$ cat src/rtl/lsu_pkg.sv
// ============================================================
// lsu_pkg : shared constants, state type and decode helpers
// Rev 1.0
// ============================================================
`default_nettype none

package lsu_pkg;

    localparam logic [2:0] F3_B  = 3'b000;
    localparam logic [2:0] F3_H  = 3'b001;
    localparam logic [2:0] F3_W  = 3'b010;
    localparam logic [2:0] F3_BU = 3'b100;
    localparam logic [2:0] F3_HU = 3'b101;

    localparam logic FAULT_MISALIGN = 1'b0;
    localparam logic FAULT_ILLEGAL  = 1'b1;

    typedef enum logic [2:0] {
        ST_IDLE  = 3'd0,
        ST_REQ   = 3'd1,
        ST_WAIT  = 3'd2,
        ST_DONE  = 3'd3,
        ST_FAULT = 3'd4
    } lsu_state_t;

    function automatic logic f3_illegal(input logic is_store, input logic [2:0] f3);
        logic bad;
        bad = 1'b1;
        case (f3)
            F3_B, F3_H, F3_W: bad = 1'b0;
            F3_BU, F3_HU:     bad = is_store;
            default:          bad = 1'b1;
        endcase
        return bad;
    endfunction

    function automatic logic addr_misaligned(input logic [2:0] f3, input logic [1:0] addr_lo);
        logic mis;
        mis = 1'b0;
        case (f3)
            F3_H, F3_HU: mis = addr_lo[0];
            F3_W:        mis = (addr_lo != 2'b00);
            default:     mis = 1'b0;
        endcase
        return mis;
    endfunction

endpackage

`default_nettype wire

$ cat src/rtl/load_store_unit_align.sv
// ============================================================
// lsu_align : combinational store lane steering and load extraction
// Rev 1.0
// ============================================================
`default_nettype none

module lsu_align
    import lsu_pkg::*;
#(
    parameter int XLEN = 32
) (
    input  logic [1:0]      addr_lo,
    input  logic [2:0]      funct3,
    input  logic [XLEN-1:0] store_data,
    input  logic [XLEN-1:0] rdata,
    output logic [3:0]      wstrb,
    output logic [XLEN-1:0] wdata,
    output logic [XLEN-1:0] load_data
);

    logic [XLEN-1:0] w_shifted;

    always_comb begin
        wstrb = 4'b1111;
        wdata = store_data;
        case (funct3)
            F3_B: begin
                wstrb = 4'b0001 << addr_lo;
                wdata = {4{store_data[7:0]}};
            end
            F3_H: begin
                wstrb = 4'b0011 << addr_lo;
                wdata = {2{store_data[15:0]}};
            end
            default: begin
                wstrb = 4'b1111;
                wdata = store_data;
            end
        endcase
    end

    assign w_shifted = rdata >> {addr_lo, 3'b000};

    always_comb begin
        load_data = rdata;
        case (funct3)
            F3_B:    load_data = {{(XLEN-8){w_shifted[7]}}, w_shifted[7:0]};
            F3_H:    load_data = {{(XLEN-16){w_shifted[15]}}, w_shifted[15:0]};
            F3_BU:   load_data = {{(XLEN-8){1'b0}}, w_shifted[7:0]};
            F3_HU:   load_data = {{(XLEN-16){1'b0}}, w_shifted[15:0]};
            default: load_data = rdata;
        endcase
    end

endmodule

`default_nettype wire

$ cat src/rtl/load_store_unit.sv
// ============================================================
// load_store_unit : RV32I execute-to-memory stage with trap detection
// Rev 1.0
// ============================================================
`default_nettype none

module load_store_unit
    import lsu_pkg::*;
#(
    parameter int XLEN = 32
) (
    input  logic            clk,
    input  logic            rst,
    input  logic            req_valid,
    output logic            req_ready,
    input  logic            req_is_store,
    input  logic [2:0]      req_funct3,
    input  logic [XLEN-1:0] req_addr,
    input  logic [XLEN-1:0] req_wdata,
    input  logic [4:0]      req_rd,
    output logic            mem_req_valid,
    input  logic            mem_req_ready,
    output logic [XLEN-1:0] mem_addr,
    output logic            mem_we,
    output logic [3:0]      mem_wstrb,
    output logic [XLEN-1:0] mem_wdata,
    input  logic            mem_rsp_valid,
    input  logic [XLEN-1:0] mem_rdata,
    output logic            wb_valid,
    output logic            wb_we,
    output logic [4:0]      wb_rd,
    output logic [XLEN-1:0] wb_data,
    output logic            fault,
    output logic            fault_cause,
    output logic [XLEN-1:0] fault_addr
);

    lsu_state_t      r_state;
    logic            r_is_store;
    logic [2:0]      r_f3;
    logic [XLEN-1:0] r_addr;
    logic [XLEN-1:0] r_wdata;
    logic [4:0]      r_rd;
    logic [XLEN-1:0] r_rdata;
    logic            r_cause;

    logic            w_illegal;
    logic            w_misaligned;
    logic            w_in_req;
    logic            w_in_done;
    logic            w_in_fault;
    logic [3:0]      w_wstrb;
    logic [XLEN-1:0] w_wdata;
    logic [XLEN-1:0] w_load_data;

    assign w_illegal    = f3_illegal(req_is_store, req_funct3);
    assign w_misaligned = addr_misaligned(req_funct3, req_addr[1:0]);

    always_ff @(posedge clk or posedge rst) begin
        if (rst) begin
            r_state    <= ST_IDLE;
            r_is_store <= 1'b0;
            r_f3       <= 3'b000;
            r_addr     <= '0;
            r_wdata    <= '0;
            r_rd       <= 5'd0;
            r_rdata    <= '0;
            r_cause    <= 1'b0;
        end else begin
            case (r_state)
                ST_IDLE: begin
                    if (req_valid) begin
                        r_is_store <= req_is_store;
                        r_f3       <= req_funct3;
                        r_addr     <= req_addr;
                        r_wdata    <= req_wdata;
                        r_rd       <= req_rd;
                        r_cause    <= w_illegal ? FAULT_ILLEGAL : FAULT_MISALIGN;
                        r_state    <= (w_illegal || w_misaligned) ? ST_FAULT : ST_REQ;
                    end
                end
                ST_REQ: begin
                    if (mem_req_ready) begin
                        r_state <= ST_WAIT;
                    end
                end
                // Responses are only honoured here; strays elsewhere are dropped.
                ST_WAIT: begin
                    if (mem_rsp_valid) begin
                        r_rdata <= mem_rdata;
                        r_state <= ST_DONE;
                    end
                end
                ST_DONE:  r_state <= ST_IDLE;
                ST_FAULT: r_state <= ST_IDLE;
                default:  r_state <= ST_IDLE;
            endcase
        end
    end

    lsu_align #(
        .XLEN (XLEN)
    ) u_align (
        .addr_lo    (r_addr[1:0]),
        .funct3     (r_f3),
        .store_data (r_wdata),
        .rdata      (r_rdata),
        .wstrb      (w_wstrb),
        .wdata      (w_wdata),
        .load_data  (w_load_data)
    );

    assign w_in_req   = (r_state == ST_REQ);
    assign w_in_done  = (r_state == ST_DONE);
    assign w_in_fault = (r_state == ST_FAULT);

    assign req_ready     = (r_state == ST_IDLE);
    assign mem_req_valid = w_in_req;
    assign mem_addr      = w_in_req ? {r_addr[XLEN-1:2], 2'b00} : '0;
    assign mem_we        = w_in_req & r_is_store;
    assign mem_wstrb     = (w_in_req && r_is_store) ? w_wstrb : 4'b0000;
    assign mem_wdata     = (w_in_req && r_is_store) ? w_wdata : '0;

    assign wb_valid = w_in_done;
    assign wb_we    = w_in_done & ~r_is_store & (r_rd != 5'd0);
    assign wb_rd    = w_in_done ? r_rd : 5'd0;
    assign wb_data  = (w_in_done && !r_is_store) ? w_load_data : '0;

    assign fault       = w_in_fault;
    assign fault_cause = w_in_fault & r_cause;
    assign fault_addr  = w_in_fault ? r_addr : '0;

endmodule

`default_nettype wire
$ cat config.mk
export PLATFORM = sky130hd
export DESIGN_NAME = load_store_unit
export DESIGN_NICKNAME = d
export VERILOG_FILES = /design/src/rtl/lsu_pkg.sv /design/src/rtl/load_store_unit_align.sv /design/src/rtl/load_store_unit.sv
export SDC_FILE = /design/constraint.sdc
export NUM_CORES = 1
export LEC_CHECK = 0
export ABC_AREA = 1
export CAP_MARGIN = 40
export CORE_UTILIZATION = 30
export CTS_CLUSTER_DIAMETER = 200
export DETAILED_ROUTE_END_ITERATION = 7
export SKIP_CTS_REPAIR_TIMING = 1
export SLEW_MARGIN = 40
export SYNTH_ARGS = -nofsm -noshare
export SYNTH_HDL_FRONTEND = slang
export SYNTH_SLANG_ARGS = --single-unit
$ cat constraint.sdc
create_clock -name clk -period 4.9 [get_ports clk]
set_clock_uncertainty 0.2 [all_clocks]
set_input_delay 1.225 -clock clk [delete_from_list [all_inputs] [get_ports clk]]
set_output_delay 1.225 -clock clk [all_outputs]
set_load 0.01 [all_outputs]
==> results of run 1 <==
==> state kept, by name, summed over array words and instances, names as in the netlist <==
| register | cells |
|---|---|
| r_addr | 32 |
| r_cause | 1 |
| r_f3 | 3 |
| r_is_store | 1 |
| r_rd | 5 |
| r_rdata | 32 |
| r_state | 3 |
| r_wdata | 32 |
==> critical path, cell delays in order (launching register included) <==
cell and delay [ns]:
dfrtp_1 0.70, inv_1 0.25, nor2_1 0.49, nand2_1 0.12
nand3_1 0.11, nand2_1 0.05, a21oi_1 0.17, clkdlybuf4s50_1 0.58
==> power groups by stage <==
stage	clock, uW	sequential (uW)	combinational (uW)
after floorplan	0	1510	1560
after detailed placement	0	1630	2290
after CTS	806	1620	2300
after global placement	0	1620	2270
after global routing	843	1670	2560
final	783	1620	2280
==> worst paths after layout <==
check | start | endpoint | cells after the start
worst max-delay path | r_addr[1] | wb_data[11] | 7
worst min-delay path | r_wdata[16] | r_wdata[16] | 2
worst max register to register | r_state[0] | r_wdata[9] | 8
worst min register to register | r_wdata[16] | r_wdata[16] | 2
max in group asynchronous | rst | r_wdata[0] | 3
min in group asynchronous | rst | r_wdata[1] | 2
==> kinds of logic (layout without fill, tap and decap cells) <==
family / after synthesis / after routing / share of synthesized area, %
other cells: 1 / 3 / 0.0635
simple gates: 385 / 385 / 26.8
buf+inv: 134 / 369 / 10.6
compound gates: 141 / 141 / 12.4
mux: 21 / 21 / 4.00
flops: 109 / 109 / 46.2
==> layout make-up <==
type / instances / area share [%]
Clock buffer: 12 / 2.89
Antenna cell: 1 / 0.0282
Clock inverter: 4 / 0.633
Sequential cell: 109 / 30.7
Timing Repair Buffer: 263 / 29.5
Multi-Input combinational cell: 549 / 28.8
Inverter: 90 / 3.83
Tap cell: 260 / 3.66
==> metal layers <==
layer	GRT usage, %	part of all wire, %	up-vias
met4	6.45	2.2	4
met5	0	0.13	-
li1	-	-	2938
met1	25.6	43	2706
met3	7.03	8.4	28
met2	31.5	46	220
==> placed cells by master (no fill, tap or decap), types with 3 or more instances in the layout <==
master and n:
o211ai_1 8, clkbuf_16 9, buf_4 11, dfrtp_1 109, nor2_4 4, nand3_1 30
inv_2 11, nor2_1 147, nand2_2 3, nand2_1 190, nand3_2 4, clkinv_4 3
o21ai_0 28, clkdlybuf4s50_1 251, o21ai_1 56, a21oi_1 46, mux2_2 21, inv_1 78
==> per-stage QoR <==
step / total power, uW / setup WS, ns / util [%] / instances / cell area (sq um)
floorplan: 3080 / 0.601 / - / 792 / 5910
CTS: 4720 / 0.662 / 46.7 / 1287 / 8890
finish: 4680 / 0.634 / 46.7 / 1288 / 8890
detailed placement: 3920 / 1.06 / 45.1 / 1271 / 8570
global route: 5070 / 0.447 / 46.7 / 1288 / 8890
global placement: 3890 / 1.12 / 44.9 / 1270 / 8550
==> results.toml, run 1 <==
[run_status]
status = "finished, final reports clean"

[timing]
maxSlewHeadroom_pct = 56.5
fin_crit_sh_pct = 87.1
min_period_ns = 4.27
worst_slew_pin_slew_ns = 0.652
rsz0062_at_grt = "no"
fin_setup_tns_ns = 0
hold_ws_ns = 0.275
fmax_mhz = 234
setup_viol = 0
finalMaxSlewViolations = 0
hold_viol_final = 0

[cts]
numCtsBuffers = 9
clock-sinks = 109
clk_pin_slew_ns = 0.08
root_buffer = "clkbuf_16"
cts.path.max_buffers = 2
cts_tree = "yes"
htreeDepth = 3
clkLatencyLatePin_ns = 0.35

[final_layout]
nets = 1132
multi_input_area_sq_um = 2560
fillers = 1951
seq_area_sq_um = 2730
syn_to_final_growth_pct = 50.5
drive_gt1_share_pct = 7.21

[power_and_ir_drop]
p_sw_share_pct = 43.0
p_int_uw = 2670
powerDensity_nw_per_um2 = 527
switchingPower_uw = 2010
vdd_drop_max_uv = 217
cellLeakagePower_uw = 0.00401
p_comb_share_pct = 48.7
clockPowerShare_pct = 16.7
p_seq_share_pct = 34.6

[yosys]
async_reset_ff_share_pct = 100
yosysMostFrequentCell = "nand2_1"
avgSynthCellArea_sq_um = 7.47
synthFlopType = "dfrtp_1"
synth_commonest_cells = "nand2_1, nor2_1, dfrtp_1"
synthTopCellsByArea = "dfrtp_1, nand2_1, nor2_1"
synth_enable_flop_cells = 0
ys_types = 29
ys_ff_latch = 109
synth.largest_area_cell = "dfrtp_1"
yosysWarningCount = 0
synth_cells = 791
yosysTopAreaCellShare_pct = 46.2
syn_area_sq_um = 5910
ys_seq_area_share_pct = 46.2

[place]
gp_congestion = 0.868
dp_hpwl_um = 14700
port_buffers = 251

[detailed_routing]
ant_nets = 0
first_iter_violations = 360
drc = 0
num_vias = 5896
drtPass1Iterations = 5
wirelength_um = 19900
drt-vias-per-instance = 4.58
wire_per_inst_um = 15.5

[setup_path]
rrSetupSlack_ns = 2.83
start_kind = "flip-flop"
path_class = "reg2out"
end_kind = "output pin"
cp.required_ns = 3.47
crit_fanout = 13
cp.arrival_ns = 2.84

[run]
maxCapViolCount = 0

[global_routing]
grt_overflow = 0
grt_pass1_vias = 5675
track_usage_pct = 20.0
grt_max_degree = 51
antenna_found_initial = 3
grt_pass1_wl_um = 31000

[floorplanning]
io_pins = 254
fp.coreArea_sq_um = 19000
die_y_um = 142
die_w_um = 142
fp-row-count = 50
start_util_pct = 31.1
dieArea_sq_um = 20300

[worst_hold_path]
hold_path.class = "reg2reg"
No activity file was read; power rests on OpenSTA's default activity.
==> inputs of run 2 (changes only) <==
- ABC_AREA: 1 -> unset
- HOLD_SLACK_MARGIN: unset -> 0.15
- PLACE_DENSITY: unset -> 0.62
==> run 2 against run 1 <==
- core utilization fell by 0.72 points
- die area up 3.3%
- largest power group unchanged
- register-to-register slack worse by 0.35 ns
- synthesized cell count shrank 11%
- sequential cell count stayed put
- clock power fell by 4.9%
- maximum frequency fell by 5.5%
- first-iteration DRC count shrank 45%
- via count decreased by 4.5%
- sequential power is 12% higher
- total power up 5.1%
- combinational power increased by 3%
==> results.toml, run 2 <==
[cts]
htreeDepth = 3
cts.path.max_buffers = 2
clock-sinks = 109
cts_tree = "yes"
root_buffer = "clkbuf_16"
clkLatencyLatePin_ns = 0.35
clk_pin_slew_ns = 0.07
numCtsBuffers = 9

[final_layout]
fin_cells = 1194
syn_to_final_growth_pct = 48.7
antenna_cells = 0
drive_gt1_share_pct = 10.1
mostFrequentLayoutCells = "clkdlybuf4s50_1, nand2_1, dfrtp_1"
nets = 1035
postLayoutCoreUtil_pct = 46.0
layout_commonest_cell = "clkdlybuf4s50_1"
top_regs = "r_addr x32, r_rdata x32, r_wdata x32"

[run_status]
status = "finished, final reports clean"

[yosys]
ys_ff_latch = 109
synthTopCellsByArea = "dfrtp_1, nand2_1, and2_1"
ys_seq_area_share_pct = 44.7
synth_enable_flop_cells = 0
yosysWarningCount = 0
yosysMostFrequentCell = "nand2_1"
yosysTopAreaCellShare_pct = 44.7
synth_commonest_cells = "nand2_1, dfrtp_1, and2_1"
syn_area_sq_um = 6100
synthFlopType = "dfrtp_1"
synth.largest_area_cell = "dfrtp_1"
async_reset_ff_share_pct = 100
avgSynthCellArea_sq_um = 8.67
synth_cells = 704
ys_types = 45

[timing]
worst_slew_pin_slew_ns = 0.830
rsz0062_at_grt = "no"
finalMaxSlewViolations = 0
maxSlewHeadroom_pct = 44.6
min_period_ns = 4.52
setup_viol = 0
hold_viol_final = 0
fin_setup_tns_ns = 0
fin_crit_sh_pct = 92.2
fmax_mhz = 221
fin_ws_ns = 0.383

[global_routing]
grt_max_degree = 69
grt_pass1_wl_um = 29800
grt_pass1_vias = 5413
grt_overflow = 0
antenna_found_initial = 1
track_usage_pct = 18.8

[setup_path]
cp.required_ns = 3.47
start_kind = "flip-flop"
rr_worst_depth = 5
end_kind = "output pin"
cp.arrival_ns = 3.09
crit_fanout = 21
path_class = "reg2out"

[worst_hold_path]
hold_depth = 2
hold_path.class = "reg2reg"

[floorplanning]
dieArea_sq_um = 20900
die_w_um = 145
start_util_pct = 31.0
fp.coreArea_sq_um = 19700
fp-row-count = 51
die_y_um = 145
io_pins = 254

[place]
dpl.cell_count = 1179
gp_congestion = 0.802
dp_hpwl_um = 14400
port_buffers = 251
dp_slack_ns = 0.709

[detailed_routing]
drt-vias-per-instance = 4.72
drtPass1Iterations = 5
first_iter_violations = 199
wire_per_inst_um = 16.5
num_vias = 5630
ant_nets = 0
drc = 0
wirelength_um = 19700

[power_and_ir_drop]
vdd_drop_max_uv = 186
cellLeakagePower_uw = 0.00406
powerDensity_nw_per_um2 = 542
power.total_uw = 4920

[run]
maxCapViolCount = 0
## run 2: cell count changes after synthesis, moves of 11 or more
cell and change:
nor2_1 -121, inv_1 -76, and2_1 +69, nand2_1 +56, o21ai_1 -56, nand3_1 -29
clkbuf_1 +20, mux2i_1 +17, o21ai_0 -17, mux2_2 +13, a21oi_1 -11, inv_2 -11
## run 2: area by class of cell
type / instances / area (sq um)
repair buffers: 266 / 2630
fillers: 1925 / 10600
inverters: 3 / 16.3
clock inverters: 4 / 48.8
flip-flops and latches: 109 / 2730
well taps: 265 / 332
multi-input cells: 536 / 3080
clock buffers: 11 / 243
## run 2: worst paths after layout
check	to	slack, ns	from
setup reg to reg	r_wdata[22]	2.48	r_state[1]
hold reg to reg	r_wdata[27]	0.28	r_wdata[27]
setup / recovery	wb_data[20]	0.38	r_f3[1]
min in group asynchronous	r_state[1]	1.13	rst
hold / removal	r_wdata[27]	0.28	r_wdata[27]
max in group asynchronous	r_addr[7]	2.59	rst
## run 2: stage by stage
stage / hold slack [ns] / area [sq um]
2_1_floorplan: 0.240 / 6110
3_3_place_gp: 0.262 / 8770
3_5_place_dp: 0.262 / 8780
4_1_cts: 0.286 / 9070
5_1_grt: 0.313 / 9070
6_report: 0.282 / 9070
## run 2: routing by layer
layer,share of wire (%),vias to the layer above,global-route usage [%],routed length [um]
li1,-,2762,-,-
met1,44,2627,24.7,8590
met2,45,218,29.7,8940
met3,9.4,21,6.13,1850
met4,1.3,2,4.76,257
met5,0.066,-,0,13
## run 2: cells by family after synthesis
kind of cell	after synthesis	synth area share, %
DFF	109	44.7
other	1	0.0614
AOI/OAI and AO/OA	101	11.9
muxes	53	9.68
buffers and inverters	60	5.35
and+or+nand+nor	380	28.4
## run 2: report_power, final
| group | internal (uW) | total [uW] | leakage (uW) | switching, uW |
|---|---|---|---|---|
| combinational | 1140 | 2350 | 0.00258 | 1210 |
| sequential | 1350 | 1820 | 0.00134 | 479 |
| clock | 408 | 745 | 0.000145 | 337 |
## run 2: worst max-delay path, stage by stage, from the launching register on
cell,delay [ns]
dfrtp_1,0.64
or2_1,0.60
a311oi_4,0.78
a21o_2,0.18
clkdlybuf4s50_1,0.53
